==> src/rtl/cmp_result_filter.sv <==
// Debounces the comparator's one-hot relation flags into a filtered relation,
// pulsing on each accepted change and counting entries per relation.
module cmp_result_filter #(
  parameter int unsigned DEBOUNCE = 3,
  parameter int unsigned CNT_W    = 8
) (
  input  logic             clk,
  input  logic             rst_n,
  input  logic             in_valid,
  input  logic             equal,
  input  logic             greater,
  input  logic             lower,
  input  logic             clear,
  output logic [1:0]       state,
  output logic             change,
  output logic [CNT_W-1:0] lt_cnt,
  output logic [CNT_W-1:0] eq_cnt,
  output logic [CNT_W-1:0] gt_cnt,
  output logic             err
);

  typedef enum logic [1:0] {
    REL_UNKNOWN = 2'b00,
    REL_LOWER   = 2'b01,
    REL_EQUAL   = 2'b10,
    REL_GREATER = 2'b11
  } rel_t;

  localparam int unsigned      RUN_W      = (DEBOUNCE < 1) ? 1 : $clog2(DEBOUNCE + 1);
  localparam logic [RUN_W-1:0] RUN_ACCEPT = RUN_W'(DEBOUNCE);
  localparam logic [CNT_W-1:0] CNT_MAX    = '1;

  rel_t             r_state, r_cand;
  logic [RUN_W-1:0] r_run;
  logic [CNT_W-1:0] r_lt_cnt, r_eq_cnt, r_gt_cnt;
  logic             r_err, r_change;

  logic             w_onehot, w_sample, w_malformed, w_accept;
  rel_t             w_d, w_next_state, w_next_cand;
  logic [RUN_W-1:0] w_next_run, w_run_upd;

  assign w_onehot    = (equal & ~greater & ~lower) |
                       (~equal & greater & ~lower) |
                       (~equal & ~greater & lower);
  assign w_sample    = in_valid & w_onehot;
  assign w_malformed = in_valid & ~w_onehot;

  always_comb begin
    w_d = REL_UNKNOWN;
    if (lower)        w_d = REL_LOWER;
    else if (equal)   w_d = REL_EQUAL;
    else if (greater) w_d = REL_GREATER;
  end

  always_comb begin
    w_next_state = r_state;
    w_next_cand  = r_cand;
    w_next_run   = r_run;
    w_run_upd    = r_run;
    w_accept     = 1'b0;
    if (w_malformed) begin
      w_next_cand = REL_UNKNOWN;
      w_next_run  = '0;
    end else if (w_sample) begin
      if (w_d == r_state) begin
        w_next_cand = r_state;
        w_next_run  = '0;
      end else begin
        if (w_d == r_cand) begin
          w_run_upd = r_run + RUN_W'(1);
        end else begin
          w_next_cand = w_d;
          w_run_upd   = RUN_W'(1);
        end
        w_next_run = w_run_upd;
        // run never exceeds DEBOUNCE: it is zeroed on the accepting sample
        if (w_run_upd == RUN_ACCEPT) begin
          w_accept     = 1'b1;
          w_next_state = w_d;
          w_next_run   = '0;
        end
      end
    end
  end

  always_ff @(posedge clk or negedge rst_n) begin
    if (!rst_n) begin
      r_state  <= REL_UNKNOWN;
      r_cand   <= REL_UNKNOWN;
      r_run    <= '0;
      r_change <= 1'b0;
    end else begin
      r_state  <= w_next_state;
      r_cand   <= w_next_cand;
      r_run    <= w_next_run;
      r_change <= w_accept;
    end
  end

  // clear overrides both the counter increment and a same-cycle malformed sample
  always_ff @(posedge clk or negedge rst_n) begin
    if (!rst_n) begin
      r_lt_cnt <= '0;
      r_eq_cnt <= '0;
      r_gt_cnt <= '0;
      r_err    <= 1'b0;
    end else if (clear) begin
      r_lt_cnt <= '0;
      r_eq_cnt <= '0;
      r_gt_cnt <= '0;
      r_err    <= 1'b0;
    end else begin
      if (w_malformed) r_err <= 1'b1;
      if (w_accept && w_next_state == REL_LOWER && r_lt_cnt != CNT_MAX)
        r_lt_cnt <= r_lt_cnt + CNT_W'(1);
      if (w_accept && w_next_state == REL_EQUAL && r_eq_cnt != CNT_MAX)
        r_eq_cnt <= r_eq_cnt + CNT_W'(1);
      if (w_accept && w_next_state == REL_GREATER && r_gt_cnt != CNT_MAX)
        r_gt_cnt <= r_gt_cnt + CNT_W'(1);
    end
  end

  assign state  = r_state;
  assign change = r_change;
  assign lt_cnt = r_lt_cnt;
  assign eq_cnt = r_eq_cnt;
  assign gt_cnt = r_gt_cnt;
  assign err    = r_err;

endmodule

==> config.mk <==
export PLATFORM = sky130hd
export DESIGN_NAME = cmp_result_filter
export DESIGN_NICKNAME = d
export VERILOG_FILES = /design/src/rtl/cmp_result_filter.sv
export SDC_FILE = /design/constraint.sdc
export NUM_CORES = 1
export LEC_CHECK = 0
export BUFFER_PORTS_ARGS = -buffer_cell sky130_fd_sc_hd__buf_2
export CORE_ASPECT_RATIO = 1.1
export CORE_UTILIZATION = 50
export CTS_CLUSTER_SIZE = 20
export DETAILED_ROUTE_END_ITERATION = 10
export PLACE_DENSITY = 0.77
export SLEW_MARGIN = 15
export SYNTH_ARGS = -nofsm -noshare
export SYNTH_HDL_FRONTEND = slang
export SYNTH_SLANG_ARGS = --single-unit
==> constraint.sdc <==
create_clock -name clk -period 4.1 [get_ports clk]
set_clock_uncertainty 0.05 [all_clocks]
set_input_delay 0.82 -clock clk [delete_from_list [all_inputs] [get_ports clk]]
set_output_delay 0.82 -clock clk [all_outputs]
set_load 0.02 [all_outputs]
## Word-level counts from Yosys, hierarchy flattened

Index checks and enable logic that the tools add are counted.

- Add/subtract/negate cells: 4
- Equality and inequality tests: 10
- Muxes and demuxes: 31
- Bitwise logic cells: 14
- Reduce and logical (&&, ||, !) cells: 12

Operators by type and width:

| kind | number |
|---|---|
| 8-bit two-way mux | 6 |
| 2-bit two-way mux | 19 |
| 8-bit by 1-bit adder with 8-bit output (second input constant) | 3 |
| 8-bit != test (second input constant) | 3 |
| 2-bit nonzero test | 5 |
| 1-bit AND | 8 |
| 2-bit == test (second input constant) | 3 |
| 1-bit logical AND | 6 |
| 1-bit two-way mux | 6 |
| 2-bit == test | 2 |
| 1-bit NOT | 4 |
| 3-bit != test (second input constant) | 1 |
| 2-bit by 1-bit adder with 2-bit output (second input constant) | 1 |
| 2-bit by 1-bit == test with 1-bit output (second input constant) | 1 |
| 1-bit OR | 2 |
| 2-bit AND reduction | 1 |

- Flip-flop bits (word level): 32
- Output and inout port bits: 28
- Word-level logic and storage cells: 79

## Logic depth before layout (Yosys ltp)

Gate-level depths: netlist of the first run.

- Depth in word-level cells: 18
- Mapped depth: 8
- Gate-level depth less buffers: 6

## Worst setup path after synthesis of the first run

Ideal clock, no wire load.

- Path kind: in2reg
- Start point: in greater
- End point: reg r_eq_cnt[5], in the netlist eq_cnt[5]
- Library setup time: 78 ps
- Arrival: 2503 ps
- Required time: 3972 ps
- Setup slack: 1469 ps
- Stages on the path: 7
- Cells stage by stage: buf_6 > or3_4 > a211oi_4 > o211ai_2 > buf_6 > or4_1 > a21oi_1

- Word-level cells in the longest chain between the ends: 17
- Elaborated cells on any way between the ends: 34
- Classes of those cells: eq/ne: 4; mux: 15; bitwise: 12; reduce/logical: 3

Ends and longest elaborated chain:

| element | RTL line | RTL |
|---|---|---|
| start: declaration | 11 | `input logic greater,` |
| 2-bit two-way mux | 52 | `else if (greater) w_d = REL_GREATER;` |
| 2-bit two-way mux | 51 | `else if (equal) w_d = REL_EQUAL;` |
| 2-bit two-way mux | 50 | `if (lower) w_d = REL_LOWER;` |
| 2-bit == test | 69 | `if (w_d == r_cand) begin` |
| 2-bit two-way mux | 69 |  |
| 2-bit two-way mux | 65 | `if (w_d == r_state) begin` |
| 2-bit two-way mux | 64 | `end else if (w_sample) begin` |
| 2-bit two-way mux | 61 | `if (w_malformed) begin` |
| 2-bit == test | 77 | `if (w_run_upd == RUN_ACCEPT) begin` |
| 2-bit two-way mux | 77 |  |
| 2-bit two-way mux | 65 |  |
| 2-bit two-way mux | 64 |  |
| 2-bit two-way mux | 61 |  |
| 2-bit == test | 116 | `if (w_accept && w_next_state == REL_EQUAL && r_eq_cnt != CNT_MAX)` |
| 1-bit logical AND (*) (2 in a row) | 116 |  |
| 2-bit nonzero test (no source line) (*) | -- |  |
| end signal: assignment | 117 | `r_eq_cnt <= r_eq_cnt + CNT_W'(1);` |
| end: declaration | 35 | `logic [CNT_W-1:0] r_lt_cnt, r_eq_cnt, r_gt_cnt;` |

Mark *: on every way between the ends. The rest lies on a longest branch, timed or not. The select of a mux whose other input is x is not followed.
A chain may end at the register's enable or synchronous reset.

## Worst setup path in the final report of the first run

- Start point: in lower
- End point: reg r_lt_cnt[6], in the netlist lt_cnt[6]

- Word-level cells in the longest chain between the ends: 15
- Elaborated cells on any way between the ends: 29
- Classes of those cells: eq/ne: 4; mux: 13; bitwise: 9; reduce/logical: 3

Ends and longest elaborated chain:

| element | RTL line | RTL |
|---|---|---|
| start: declaration | 12 | `input logic lower,` |
| 2-bit two-way mux | 50 |  |
| 2-bit == test | 69 |  |
| 2-bit two-way mux | 69 |  |
| 2-bit two-way mux | 65 |  |
| 2-bit two-way mux | 64 |  |
| 2-bit two-way mux | 61 |  |
| 2-bit == test | 77 |  |
| 2-bit two-way mux | 77 |  |
| 2-bit two-way mux | 65 |  |
| 2-bit two-way mux | 64 |  |
| 2-bit two-way mux | 61 |  |
| 2-bit by 1-bit == test with 1-bit output | 114 | `if (w_accept && w_next_state == REL_LOWER && r_lt_cnt != CNT_MAX)` |
| 1-bit logical AND (*) (2 in a row) | 114 |  |
| 2-bit nonzero test (no source line) (*) | -- |  |
| end signal: assignment | 115 | `r_lt_cnt <= r_lt_cnt + CNT_W'(1);` |
| end: declaration | 35 |  |

Marked as above.

==> impl_metrics.tcl, run 1 <==
set metrics [dict create \
    ir_drop_uv 216 \
    min_to "err$_DFFE_PN0P_" \
    core_um2 3710 \
    power_leakage_uw 0.000978 \
    postCtsResizedCells 0 \
    drt-wirelength-per-cell_um 14.6 \
    die_x_um 62.0 \
    gp_congestion 0.803 \
    rsz0062_at_grt "no" \
    htreeDepth 2 \
    slew_headroom_pct 53.7 \
    max_cap_violations 0 \
    yosysSeqAreaShare_pct 40.4 \
    first_pass_iters 4 \
    track_usage_pct 22.6 \
    max_freq_ghz 0.375 \
    synth.largest_area_cell "dfrtp_1" \
    area_growth_pct 14.0 \
    synth_nets 222 \
    drive_above_1_share_pct 25.3 \
    cp_max_fo 19 \
    outcome "finished clean" \
    rows 23 \
    netlist.area_leader.share_pct 40.4 \
    synth.distinct_cells 42 \
    yosys-top-cells-area "dfrtp_1 (40%), a21oi_1 (5.8%), o31ai_1 (5.7%), or4_1 (4.9%), nand4_1 (4.1%)" \
    vias_per_cell 6.03 \
    fin_tns_setup_ns 0 \
    fin_crit_ns 2.67 \
    cts.sinks 32 \
    holdBufCountCts 0 \
    grt_start_max_net_pins 38 \
    yosys_most_used_dff "dfrtp_1" \
    seq_area_um2 801 \
    hold_viol_final 0 \
    place_hpwl_um 2880 \
    fin_nets 251 \
    slew_violations 0 \
    final_util_pct 60.9 \
    synth_area_um2 1980 \
    multi_input_area_um2 1090 \
    hold_path_depth 2 \
    ys_seq_elements 32 \
    start_util_pct 53.4 \
    p_per_area_nw_per_um2 303 \
    hold_start "err$_DFFE_PN0P_" \
    grt_pass1_wl_um 6960 \
    r2r-start "eq_cnt[0]$_DFFE_PN0P_" \
    async_flop_share_pct 100 \
    fill_cells 329 \
    cts_tree "done" \
    worst-setup-path-type "in2reg" \
    regToRegSetupSlack_ns 1.79 \
    synth_warnings 0 \
    path_clk_slew_ns 0.06 \
    port_buffers 34 \
    root_buffer "clkbuf_8" \
    period_share_pct 65.0 \
    hold_path_class "reg2reg" \
    clockBufferDepth 2 \
    endpoint_kind "register" \
    timing.rr.end "eq_cnt[5]$_DFFE_PN0P_" \
    antenna_cells 0 \
    avgSynthCellArea_um2 9.35 \
    grt_overflow 0 \
    synth_edf_count 0 \
    critical_path_required_ns 4.22 \
    num_vias 1754 \
    dpl_cell_area_um2 2150 \
    die_h_um 68.1 \
    numCtsBuffers 5 \
    die_area_um2 4220 \
    synth_commonest_cells "dfrtp_1 (32), a21oi_1 (23), o31ai_1 (15)" \
    dp_slack_ns 1.03 \
    io_pins 35 \
    tightest_slew_ns 0.694 \
    drt-initial-drc-count 83 \
    setup_violations 0 \
    finish.instance_area_um2 2260 \
    grt_pass1_vias 1517 \
    synthCells 212 \
    crit_arrival_ns 2.78 \
    antenna_found_initial 0 \
    synthMostInstantiatedCell "dfrtp_1" \
    postCtsSetupBuffers 0 \
    drc 0 \
    r2r_cells 6 \
    finalWirelength_um 4250 \
    cp-start-kind "primary input" \
    antenna_left 0 \
    setup_slack_ns 1.43 \
    insertion_delay_ns 0.28 \
]
[state kept, by name, indices dropped and copies added (netlist names)]
name	flops
change	1
eq_cnt	8
err	1
gt_cnt	8
lt_cnt	8
r_cand	2
r_run	2
state	2
[per-stage QoR]
stage | instances | total power, uW | hold slack [ns]
detailed placement | 283 | 431 | 0.460
floorplan | 212 | 405 | 0.427
finish | 291 | 685 | 0.467
CTS | 290 | 690 | 0.470
global placement | 283 | 429 | 0.455
global route | 291 | 717 | 0.491
[critical path, stage by stage]
cell and delay [ns]:
buf_2 0.32, inv_1 0.16, a211oi_4 0.45, nand4_1 0.30, nor4_1 0.35, mux2_2 0.37
[power by group]
group | internal (uW) | switching [uW]
Sequential | 324 | 9.59
Combinational | 30.7 | 62.5
Clock | 149 | 109
Total | 504 | 181
[worst max-delay path by stage]
| stage | from | endpoint | slack, ns | depth (start not counted) |
|---|---|---|---|---|
| floorplan | greater | eq_cnt[5]$_DFFE_PN0P_ | 1.47 | 7 |
| global placement | greater | r_cand[0]$_DFFE_PN0P_ | 1.10 | 6 |
| detailed placement | greater | r_cand[0]$_DFFE_PN0P_ | 1.03 | 6 |
| CTS | greater | r_cand[0]$_DFFE_PN0P_ | 1.33 | 6 |
| global route | lower | lt_cnt[6]$_DFFE_PN0P_ | 1.26 | 6 |
| finish | lower | lt_cnt[6]$_DFFE_PN0P_ | 1.43 | 6 |
[routing by layer]
layer | GRT usage (%) | wire length (um)
met5 | 0 | 0
met4 | 6.67 | 57
met3 | 6.24 | 151
met2 | 34.3 | 2010
met1 | 31.1 | 2020
[cell families (layout without fill, tap and decap cells)]
family / Yosys count / after routing / synth area share [%]
AO/OA/AOI/OAI: 63 / 63 / 22.4
XOR/XNOR: 2 / 2 / 0.883
adder cells (fa/ha/maj): 4 / 4 / 2.40
buffers and inverters: 19 / 48 / 4.98
flip-flops: 32 / 32 / 40.4
multiplexers: 6 / 6 / 3.41
AND/OR/NAND/NOR: 86 / 86 / 25.6
[cells in the final DEF, fill, tap and decap left out, drive strengths merged, types with 4 or more instances in the layout]
cell type | netlist | final
or3 | 5 | 5
nor2 | 13 | 13
nand3 | 5 | 5
clkbuf | 6 | 7
or4 | 13 | 13
nand2 | 11 | 11
inv | 6 | 6
o31ai | 15 | 15
nand4 | 13 | 13
or2 | 4 | 4
nor2b | 8 | 8
o21ai | 11 | 11
and2 | 4 | 4
mux2 | 6 | 6
dfrtp | 32 | 32
buf | 7 | 35
a21oi | 23 | 23
[layout make-up]
type | count | share of cell area (%)
inverters | 6 | 0.996
multi-input cells | 161 | 48.4
clock buffers | 7 | 4.26
repair buffers | 35 | 8.19
well taps | 50 | 2.77
flip-flops and latches | 32 | 35.4
No activity file was read; power rests on OpenSTA's default activity.
==> run 2: changes to the inputs <==
==> constraint.sdc (replaced) <==
create_clock -name clk -period 2.6 [get_ports clk]
set_clock_uncertainty 0.05 [all_clocks]
set_input_delay 0.52 -clock clk [delete_from_list [all_inputs] [get_ports clk]]
set_output_delay 0.52 -clock clk [all_outputs]
set_load 0.02 [all_outputs]
==> impl_metrics.tcl, run 2 (synthesis results as in run 1) <==
set metrics [dict create \
    cts_tree "done" \
    numCtsBuffers 5 \
    postCtsResizedCells 0 \
    root_buffer "clkbuf_8" \
    fin_nets 256 \
    start_util_pct 53.4 \
    vias_per_cell 5.92 \
    power_leakage_uw 0.00100 \
    track_usage_pct 23.1 \
    cts.sinks 32 \
    postCtsSetupBuffers 0 \
    ir_drop_uv 323 \
    insertion_delay_ns 0.28 \
    finalWirelength_um 4340 \
    outcome "finished clean" \
    fin_tns_setup_ns 0 \
    fin_total_pwr_uw 1070 \
    grt_start_max_net_pins 33 \
    grt_pass1_vias 1618 \
    io_pins 35 \
    die_h_um 68.1 \
    r2r-start "eq_cnt[0]$_DFFE_PN0P_" \
    slew_violations 0 \
    gp_congestion 0.822 \
    dp_slack_ns 0.0338 \
    hold_viol_final 0 \
    setup_slack_ns 0.299 \
    cp_max_fo 13 \
    port_buffers 34 \
    setup_violations 0 \
    fill_cells 332 \
    drc 0 \
    max_freq_ghz 0.435 \
    seq_area_um2 801 \
    tightest_slew_ns 0.734 \
    grt_pass1_wl_um 7220 \
    num_vias 1757 \
    hold_path_class "in2async" \
    core_um2 3710 \
    antenna_found_initial 0 \
    antenna_left 0 \
    die_x_um 62.0 \
    grt_overflow 0 \
    startpoint "eq_cnt[0]$_DFFE_PN0P_" \
    first_pass_iters 4 \
    period_share_pct 88.5 \
    final_cell_mix "buf_2 (34), dfrtp_1 (32), a21oi_1 (23), o31ai_1 (15)" \
    die_area_um2 4220 \
    cp-start-kind "register" \
    critical_path_required_ns 2.75 \
    mostFrequentLayoutCell "buf_2" \
    place_hpwl_um 3020 \
    antenna_cells 0 \
    slew_headroom_pct 51.1 \
    max_cap_violations 0 \
    rows 23 \
    drive_above_1_share_pct 27.1 \
    endpoint_kind "register" \
    worst-setup-path-type "reg2reg" \
    fin_crit_ns 2.30 \
    drt-initial-drc-count 59 \
    area_growth_pct 15.3 \
    holdBufCountCts 0 \
    path_clk_slew_ns 0.07 \
    p_per_area_nw_per_um2 468 \
    rsz0062_at_grt "no" \
    multi_input_area_um2 1090 \
    crit_arrival_ns 2.45 \
    drt-wirelength-per-cell_um 14.6 \
    clockBufferDepth 2 \
    htreeDepth 2 \
]
[run 2: cell count changes in the layout (fill, tap and decap cells not counted)]
| cell | before | now |
|---|---|---|
| buf_8 | 1 | 0 |
| clkinv_2 | 0 | 2 |
| buf_4 | 0 | 6 |
| clkbuf_8 | 7 | 6 |
[run 2: metal layers]
layer	part of all wire (%)	GRT usage (%)	vias up
met4	1.4	8.33	0
met5	0	0	-
li1	-	-	873
met3	2.8	5.10	8
met1	49	31.0	845
met2	47	36.3	31
[run 2: layout make-up]
class                      count  share of cell area [%]
sequential                    32                    35.0
timing repair buffer          40                    9.41
tap                           50                    2.74
clock buffer                   6                    3.61
multi-input combinational    161                    47.8
inverter                       6                   0.985
clock inverter                 2                   0.438
[run 2: worst paths after layout]
check | to | slack (ns) | cells after the start
setup reg to reg | eq_cnt[5]$_DFFE_PN0P_ | 0.30 | 6
min in group clk | r_run[1]$_DFFE_PN0P_ | 0.47 | 1
setup / recovery | eq_cnt[5]$_DFFE_PN0P_ | 0.30 | 6
hold reg to reg | r_run[1]$_DFFE_PN0P_ | 0.47 | 1
max in group asynchronous | gt_cnt[3]$_DFFE_PN0P_ | 1.78 | 1
hold / removal | lt_cnt[7]$_DFFE_PN0P_ | 0.24 | 1
[run 2: worst max-delay path: stages, from the launching register on]
cell      delay (ns)
dfrtp_1         0.44
ha_1            0.24
and2_1          0.18
a311oi_1        0.34
o211ai_2        0.28
or4_1           0.53
a21oi_1         0.16
[run 2: where the power goes]
group / total (uW) / internal [uW] / switching (uW)
Sequential: 526 / 511 / 15.0
Combinational: 148 / 49.5 / 98.6
Clock: 397 / 211 / 186
Total: 1070 / 772 / 299
[run 2: through the flow]
stage          hold slack [ns]  util (%)  std cells  cell area [um2]
6_report                 0.243      61.6        297             2290
5_1_grt                  0.297      61.6        297             2290
4_1_cts                  0.272      61.6        297             2290
3_5_place_dp             0.453      59.1        289             2190
3_3_place_gp             0.452      59.1        289             2190
2_1_floorplan            0.174         -        212             1980
==> run 3: changes to the inputs <==
--- a/config.mk
+++ b/config.mk
@@ -11,6 +11,7 @@
 export CTS_CLUSTER_SIZE = 20
 export DETAILED_ROUTE_END_ITERATION = 10
 export PLACE_DENSITY = 0.77
+export RECOVER_POWER = 25
 export SLEW_MARGIN = 15
 export SYNTH_ARGS = -nofsm -noshare
 export SYNTH_HDL_FRONTEND = slang
==> impl_metrics.tcl, run 3 (synthesis results as in run 1) <==
set metrics [dict create \
    hold_viol_final 0 \
    power_leakage_uw 0.000997 \
    port_buffers 34 \
    track_usage_pct 23.1 \
    period_share_pct 88.6 \
    postCtsSetupBuffers 0 \
    core_um2 3710 \
    grt_pass1_vias 1618 \
    start_util_pct 53.4 \
    io_pins 35 \
    root_buffer "clkbuf_8" \
    cp-start-kind "register" \
    worst-setup-path-type "reg2reg" \
    endpoint_kind "register" \
    die_area_um2 4220 \
    setup_violations 0 \
    antenna_found_initial 0 \
    cts_tree "done" \
    slew_headroom_pct -16.7 \
    critical_path_required_ns 2.75 \
    place_hpwl_um 3020 \
    rsz0062_at_grt "no" \
    slew_violations 33 \
    crit_arrival_ns 2.46 \
    num_vias 1776 \
    gp_congestion 0.822 \
    outcome "finished with violations" \
    rows 23 \
    drive_above_1_share_pct 26.7 \
    die_h_um 68.1 \
    antenna_cells 0 \
    vias_per_cell 5.98 \
    fin_nets 256 \
    first_pass_iters 4 \
    cp_max_fo 13 \
    p_per_area_nw_per_um2 468 \
    htreeDepth 2 \
    grt_start_max_net_pins 33 \
    fin_tns_setup_ns 0 \
    grt_pass1_wl_um 7220 \
    numCtsBuffers 5 \
    final_cells 297 \
    final_util_pct 61.6 \
    area_growth_pct 15.3 \
    drt-initial-drc-count 59 \
    dp_cells 289 \
    tightest_slew_ns 1.75 \
    max_freq_ghz 0.434 \
    antenna_left 0 \
    finish.instance_area_um2 2290 \
    max_cap_violations 1 \
    die_x_um 62.0 \
    dpl_cell_area_um2 2190 \
    drc 0 \
    cts.sinks 32 \
    mostFrequentLayoutCell "buf_2" \
    fin_crit_ns 2.30 \
    insertion_delay_ns 0.28 \
    violations "capacitance limit, slew limit" \
    path_clk_slew_ns 0.07 \
    clockBufferDepth 2 \
    postCtsResizedCells 0 \
    holdBufCountCts 0 \
    finalWirelength_um 4320 \
    ir_drop_uv 323 \
    grt_overflow 0 \
    final_cell_mix "buf_2 (33), dfrtp_1 (32), a21oi_1 (23), o31ai_1 (15)" \
    drt-wirelength-per-cell_um 14.5 \
    hold_path_class "reg2reg" \
]
## run 3: changes by cell type in the layout (fill, tap and decap cells not counted)
cell / change
buf_2: -1
clkbuf_1: +1
## run 3: layer usage
layer  GRT usage [%]  vias up  wire length (um)
met3            5.10        8               143
met1            31.0      857              2060
li1                -      873                 -
met5               0        -                 0
met4            8.33        0                62
met2            36.3       38              2050
## run 3: final cells by class
cell class | count | area [um2]
Tap cell | 50 | 62.6
Inverter | 6 | 22.5
Clock buffer | 6 | 82.6
Timing Repair Buffer | 40 | 214
Fill cell | 333 | 1430
Multi-Input combinational cell | 161 | 1090
Sequential cell | 32 | 801
Clock inverter | 2 | 10.0
## run 3: critical path, stage by stage (launching register included)
cell      delay, ns
dfrtp_1        0.44
ha_1           0.24
and2_1         0.18
a311oi_1       0.34
o211ai_2       0.29
or4_1          0.53
a21oi_1        0.16
## run 3: final timing paths
check | start | end | slack [ns] | cells after the start
max | eq_cnt[0]$_DFFE_PN0P_ | eq_cnt[5]$_DFFE_PN0P_ | 0.30 | 6
min | r_run[1]$_DFFE_PN0P_ | r_run[1]$_DFFE_PN0P_ | 0.47 | 1
max reg2reg | eq_cnt[0]$_DFFE_PN0P_ | eq_cnt[5]$_DFFE_PN0P_ | 0.30 | 6
min reg2reg | r_run[1]$_DFFE_PN0P_ | r_run[1]$_DFFE_PN0P_ | 0.47 | 1
max in group asynchronous | rst_n | gt_cnt[3]$_DFFE_PN0P_ | 0.84 | 1
min in group asynchronous | rst_n | eq_cnt[6]$_DFFE_PN0P_ | 0.65 | 1
## run 3: metrics by stage
step                      power (uW)  worst slack [ns]  hold WS [ns]
after floorplan                  638             0.269         0.174
after global placement           681             0.102         0.452
after detailed placement         685            0.0338         0.453
after CTS                       1090             0.272         0.272
after global routing            1120            0.0733         0.487
final                           1070             0.297         0.466
## run 3: report_power, final
| part | switching [uW] | total, uW | internal [uW] |
|---|---|---|---|
| Sequential | 14.9 | 526 | 511 |
| Combinational | 98.3 | 148 | 49.2 |
| Clock | 186 | 397 | 211 |
